--- src/rtl/alu_share_arbiter_pkg.sv ---
// Shared types for the ALU-sharing arbiter: ALU opcodes, arbiter FSM states, requester limit.
package alu_share_arbiter_pkg;

  localparam int ALU_ARB_MAX_REQ = 8;

  typedef enum logic [2:0] {
    ALU_ADD = 3'd0,
    ALU_SUB = 3'd1,
    ALU_AND = 3'd2,
    ALU_OR  = 3'd3,
    ALU_XOR = 3'd4
  } alu_op_t;

  typedef enum logic [1:0] {
    S_IDLE = 2'd0,
    S_EXEC = 2'd1,
    S_RESP = 2'd2
  } alu_arb_state_t;

endpackage

--- src/rtl/alu_share_arbiter_alu.sv ---
// 32-bit combinational ALU with zero flag; opcodes outside the defined set behave as ADD.
module alu
  import alu_share_arbiter_pkg::*;
(
  input  logic [31:0] a,
  input  logic [31:0] b,
  input  alu_op_t     op,
  output logic [31:0] res,
  output logic        zero_flag
);

  always_comb begin
    res = a + b;
    case (op)
      ALU_SUB: res = a - b;
      ALU_AND: res = a & b;
      ALU_OR:  res = a | b;
      ALU_XOR: res = a ^ b;
      default: res = a + b;
    endcase
    zero_flag = (res == 32'd0);
  end

endmodule

--- src/rtl/alu_share_arbiter_rr.sv ---
// Combinational round-robin pick: first asserted request strictly after last_grant, wrapping.
module rr_arbiter #(
  parameter int NUM_REQ = 2,
  parameter int IDW     = 1
) (
  input  logic [NUM_REQ-1:0] req,
  input  logic [IDW-1:0]     last_grant,
  output logic [NUM_REQ-1:0] grant,
  output logic [IDW-1:0]     grant_idx,
  output logic               grant_vld
);

  int             cand;
  logic [IDW-1:0] cand_idx;

  always_comb begin
    grant     = '0;
    grant_idx = '0;
    grant_vld = 1'b0;
    cand      = 0;
    cand_idx  = '0;
    for (int off = 1; off <= NUM_REQ; off++) begin
      cand     = (int'(last_grant) + off) % NUM_REQ;
      cand_idx = IDW'(cand);
      if (!grant_vld && req[cand_idx]) begin
        grant_vld       = 1'b1;
        grant[cand_idx] = 1'b1;
        grant_idx       = cand_idx;
      end
    end
  end

endmodule

--- src/rtl/alu_share_arbiter.sv ---
// Shares one ALU between NUM_REQ requesters, round-robin, one op in flight (grant T -> resp T+2).
// ALU_ARB_PERF_EN adds saturating per-requester grant and stall counters.
module alu_share_arbiter
  import alu_share_arbiter_pkg::*;
#(
  parameter int NUM_REQ = 2
) (
  input  logic                  clk,
  input  logic                  rst,
  input  logic [NUM_REQ-1:0]    req_valid,
  output logic [NUM_REQ-1:0]    req_ready,
  input  logic [NUM_REQ*32-1:0] req_left,
  input  logic [NUM_REQ*32-1:0] req_right,
  input  alu_op_t               req_op [NUM_REQ],
  output logic [NUM_REQ-1:0]    resp_valid,
  input  logic [NUM_REQ-1:0]    resp_ready,
  output logic [31:0]           resp_data,
  output logic                  resp_zero,
  output logic                  busy
`ifdef ALU_ARB_PERF_EN
  ,
  output logic [NUM_REQ*32-1:0] perf_grants,
  output logic [NUM_REQ*32-1:0] perf_wait
`endif
);

  localparam int IDW = (NUM_REQ > 1) ? $clog2(NUM_REQ) : 1;

  alu_arb_state_t state_q, state_d;
  logic [IDW-1:0] last_grant_q, last_grant_d;
  logic [IDW-1:0] owner_q, owner_d;
  logic [31:0]    left_q, left_d, right_q, right_d;
  alu_op_t        op_q, op_d;
  logic [31:0]    resp_data_q, resp_data_d;
  logic           resp_zero_q, resp_zero_d;

  logic [NUM_REQ-1:0] grant, owner_oh;
  logic [IDW-1:0]     grant_idx;
  logic               grant_vld;
  logic [31:0]        alu_res;
  logic               alu_zero;

  rr_arbiter #(.NUM_REQ(NUM_REQ), .IDW(IDW)) u_rr (
    .req        (req_valid),
    .last_grant (last_grant_q),
    .grant      (grant),
    .grant_idx  (grant_idx),
    .grant_vld  (grant_vld)
  );

  alu u_alu (
    .a         (left_q),
    .b         (right_q),
    .op        (op_q),
    .res       (alu_res),
    .zero_flag (alu_zero)
  );

  // Handshake outputs are gated by rst so nothing is offered or accepted during reset.
  always_comb begin
    owner_oh          = '0;
    owner_oh[owner_q] = 1'b1;
    req_ready  = (!rst && state_q == S_IDLE) ? grant : '0;
    resp_valid = (!rst && state_q == S_RESP) ? owner_oh : '0;
    busy       = !rst && (state_q != S_IDLE);
    resp_data  = resp_data_q;
    resp_zero  = resp_zero_q;

    state_d      = state_q;
    last_grant_d = last_grant_q;
    owner_d      = owner_q;
    left_d       = left_q;
    right_d      = right_q;
    op_d         = op_q;
    resp_data_d  = resp_data_q;
    resp_zero_d  = resp_zero_q;
    case (state_q)
      S_IDLE: begin
        if (grant_vld) begin
          left_d       = req_left[32*grant_idx +: 32];
          right_d      = req_right[32*grant_idx +: 32];
          op_d         = req_op[grant_idx];
          owner_d      = grant_idx;
          last_grant_d = grant_idx;
          state_d      = S_EXEC;
        end
      end
      S_EXEC: begin
        resp_data_d = alu_res;
        resp_zero_d = alu_zero;
        state_d     = S_RESP;
      end
      S_RESP: begin
        if (resp_ready[owner_q]) state_d = S_IDLE;
      end
      default: state_d = S_IDLE;
    endcase
  end

  always_ff @(posedge clk) begin
    if (rst) begin
      state_q      <= S_IDLE;
      last_grant_q <= IDW'(NUM_REQ - 1);
      owner_q      <= '0;
      left_q       <= '0;
      right_q      <= '0;
      op_q         <= ALU_ADD;
      resp_data_q  <= '0;
      resp_zero_q  <= 1'b0;
    end else begin
      state_q      <= state_d;
      last_grant_q <= last_grant_d;
      owner_q      <= owner_d;
      left_q       <= left_d;
      right_q      <= right_d;
      op_q         <= op_d;
      resp_data_q  <= resp_data_d;
      resp_zero_q  <= resp_zero_d;
    end
  end

`ifdef ALU_ARB_PERF_EN
  logic [31:0] grants_q [NUM_REQ];
  logic [31:0] grants_d [NUM_REQ];
  logic [31:0] wait_q   [NUM_REQ];
  logic [31:0] wait_d   [NUM_REQ];

  always_comb begin
    perf_grants = '0;
    perf_wait   = '0;
    for (int i = 0; i < NUM_REQ; i++) begin
      grants_d[i] = grants_q[i];
      wait_d[i]   = wait_q[i];
      if (req_valid[i] && req_ready[i] && grants_q[i] != 32'hFFFF_FFFF)
        grants_d[i] = grants_q[i] + 32'd1;
      if (req_valid[i] && !req_ready[i] && wait_q[i] != 32'hFFFF_FFFF)
        wait_d[i] = wait_q[i] + 32'd1;
      perf_grants[32*i +: 32] = grants_q[i];
      perf_wait[32*i +: 32]   = wait_q[i];
    end
  end

  always_ff @(posedge clk) begin
    for (int i = 0; i < NUM_REQ; i++) begin
      if (rst) begin
        grants_q[i] <= '0;
        wait_q[i]   <= '0;
      end else begin
        grants_q[i] <= grants_d[i];
        wait_q[i]   <= wait_d[i];
      end
    end
  end
`else
  // Counters are not built; the datapath above is identical either way.
`endif

endmodule

--- config.mk ---
export PLATFORM = sky130hd
export DESIGN_NAME = alu_share_arbiter
export DESIGN_NICKNAME = d
export VERILOG_FILES = /design/src/rtl/alu_share_arbiter_pkg.sv /design/src/rtl/alu_share_arbiter_alu.sv /design/src/rtl/alu_share_arbiter_rr.sv /design/src/rtl/alu_share_arbiter.sv
export SDC_FILE = /design/constraint.sdc
export NUM_CORES = 1
export LEC_CHECK = 0
export ABC_AREA = 1
export CAP_MARGIN = 20
export CORE_MARGIN = 2
export CORE_UTILIZATION = 45
export DETAILED_ROUTE_END_ITERATION = 6
export PLACE_DENSITY = 0.79
export REMOVE_ABC_BUFFERS = 1
export SETUP_SLACK_MARGIN = 0.15
export SYNTH_ARGS = -nofsm -noshare
export SYNTH_HDL_FRONTEND = slang
export SYNTH_SLANG_ARGS = --single-unit
--- constraint.sdc ---
create_clock -name clk -period 3.9 [get_ports clk]
set_clock_uncertainty 0.05 [all_clocks]
set_input_delay 0.585 -clock clk [delete_from_list [all_inputs] [get_ports clk]]
set_output_delay 0.585 -clock clk [all_outputs]
set_load 0.02 [all_outputs]
==> results.md <==
- RSZ-0062 raised after global routing: yes
- Crit. End Element: register
- Syn_area_per_cell: 6.08 µm²
- RR Startpoint: right_q[0]
- Max VDD drop: 0.221 mV
- Sinks on Clock Net: 104
- Placed Instances: 1992
- Sequential Power Share: 25.6%
- Area Growth Syn to Fin: 34.5%
- Combinational group share of total power: 57.5%
- Worst slew margin: 39.4%
- Sw frac: 45.9%
- Mapped Cells: 1551
- Full die area: 22100 µm²
- WL met3: 1.99 mm
- Post-synth top cells: 410 x nand2_1, 243 x inv_1, 152 x nor2_1
- WL met1: 13.9 mm
- Nets: 1989
- Rows: 52
- Fin crit share: 95.4%
- Post-synth top area share: 22.1%
- Via count of the routed design: 10700
- Crit Path Category: register to register
- Top cell type by total area after synthesis: dfxtp_1
- Worst-Margin Slew: 0.907 ns
- FF-to-FF setup slack: 0.18 ns
- Largest net degree at the start of global routing: 91
- Worst setup SP type: register
- CTS tree: yes
- Initial antenna violation count: 0
- Clock transition at path regs: 0.07 ns
- H-tree depth: 3
- Post-route cell area: 12700 µm²
- Max-Cap Viols: 0
- Ys Warns: 0
- Ys flop type: dfxtp_1
- Diode count: 0
- Req. time, crit path: 4.14 ns
- Placed Area: 11700 µm²
- Num ports: 178
- Count of state elements after synthesis: 104
- Synthesized area: 9430 µm²
- Max FO, Critical Path: 5
- Post-DR wirelength/cell: 14.8 µm
- Global-route wire length before repair: 48.2 mm
- Setup Viol. Count Final: 0
- Outcome: finished, final reports clean
- Psw: 0.00242 W
- Die height: 149 µm
- GP Congestion: 0.976
- Minimum clock period: 3.72 ns
- Wire length on met2: 13.6 mm
- Clock Tree Root: clkbuf_16
- DRC: 0
- Hold wc startpoint: resp_zero
- Internal power: 0.00284 W
- Routed Antenna Nets: 0
- Post-synth EDFFs: 0
- Core Area: 20400 µm²
- Final Hold Vio Count: 0
- Cell Pwr Density: 415 nW/µm²
- Uppermost layer routed: met4
- Aggregate global routing overflow: 0
- Cts bufs inserted: 9
- Width of the die: 149 µm
- Fillers: 1975
- Async S/R FF share, synth: 0%
- Layout cells sized above 1: 13.8%
- HP Class: register to register
- IO Port Bufs: 177
- Worst-skew pair later-pin latency: 0.36 ns
- Finished Layout Cells: 2027
- Static Leak: 6.24 nW
- Longest Clk Path Bufs: 2
- Clock power share: 16.9%
- F_max: 269 MHz
- Max-slew violations: 0
- Register area share after synthesis: 22.1%
- Cell with the most instances after synthesis: nand2_1
- Pre-antenna DRT Iters: 5
- WL final: 30.1 mm
- Post-synth cell types: 41
- Total Power: 0.00526 W
- Area contributors post-synth: dfxtp_1 22%, nand2_1 16%, ha_1 13%
- Final Core Density: 62.1%
- Vias in the first global route: 9917
- Gr usage total: 26.9%
- 1st-iter DRT viols: 661
- Critical path startpoint: right_q[0]
- HPWL Detailed: 23.0 mm
- Initial core utilization: 46.2%
- CP arrival: 3.96 ns
- Via/cell ratio: 5.26
[cell usage in the layout, fill, tap and decap left out, types with 29 or more instances in the layout]
cell type,count
ha_1,85
nand2_2,30
buf_4,78
nand2_1,376
o21ai_0,99
dfxtp_1,100
inv_1,232
a31oi_1,71
nor2_1,127
nand3_1,136
clkdlybuf4s50_1,176
xor2_1,29
[layer usage]
metal,vias up,track usage (%)
met2,328,44.4
met4,0,6.90
met3,49,3.73
li1,5408,-
met5,-,0
met1,4871,37.1
[registers in the layout, summed over array words and instances, names as in the netlist]
signal        count
right_q          32
last_grant_q      1
resp_data        32
left_q           32
owner_q           1
op_q              3
state_q           2
resp_zero         1
[layout make-up]
class	instances	area [µm²]	area share [%]
clock buffer	10	239	1.88
multi-input combinational	1130	6640	52.4
tap	270	338	2.66
sequential	104	2090	16.5
timing repair buffer	258	2400	18.9
inverter	249	940	7.41
clock inverter	6	42.5	0.335
[power groups by stage]
stage	logic (W)	registers (W)	clock network, W
4_1_cts	0.00280	0.00134	0.000897
3_3_place_gp	0.00260	0.00135	0
3_5_place_dp	0.00265	0.00136	0
5_1_grt	0.00337	0.00137	0.000935
6_report	0.00302	0.00135	0.000889
2_1_floorplan	0.00161	0.00138	0
[worst max-delay path, cell delays in order (launching register included)]
cell	delay, ns
dfxtp_2	0.33
inv_2	0.08
ha_4	0.13
inv_2	0.04
nor3_4	0.15
nand3_2	0.13
nor3_4	0.20
buf_4	0.15
nand2_1	0.08
o21ai_2	0.21
xor2_2	0.20
ha_4	0.25
nand2_2	0.11
inv_1	0.08
nand2_1	0.14
inv_1	0.06
a21oi_1	0.20
nand2_1	0.12
nand2_1	0.07
nand2_1	0.10
nand2_1	0.10
nand2_1	0.07
a21oi_1	0.21
nand3_1	0.12
nor2_1	0.10
nand2_1	0.07
a21oi_2	0.10
[logic make-up after synthesis]
| logic type | Yosys count | synth area share (%) |
|---|---|---|
| AOI/OAI and AO/OA | 254 | 16.0 |
| xor gates and xnor gates | 31 | 2.88 |
| adders and majority gates | 97 | 12.9 |
| buffers and inverters | 317 | 13.1 |
| DFF | 104 | 22.1 |
| and+or+nand+nor | 748 | 32.9 |
[path summary, 6_finish.rpt]
check,end,cells past startpoint
setup / recovery,resp_zero,26
hold / removal,resp_zero,2
setup reg to reg,resp_zero,26
hold reg to reg,resp_zero,2
[metrics by stage]
step | TNS [ns] | hold WS (ns) | setup WS (ns)
after floorplan | -0.297 | 0.412 | -0.297
after global placement | -0.157 | 0.430 | -0.107
after detailed placement | -0.499 | 0.430 | -0.273
after CTS | 0 | 0.440 | 0.158
after global routing | 0 | 0.460 | 0.00439
final | 0 | 0.443 | 0.178
[what timing repair did]
item / in CTS / in global routing
resized for setup: 71 / 81
hold buffers: 0 / 0
pin swaps: 31 / 45
setup endpoints to repair: 12 / 14
buffers inserted: 10 / 9
(Power assumes the default switching activity.)
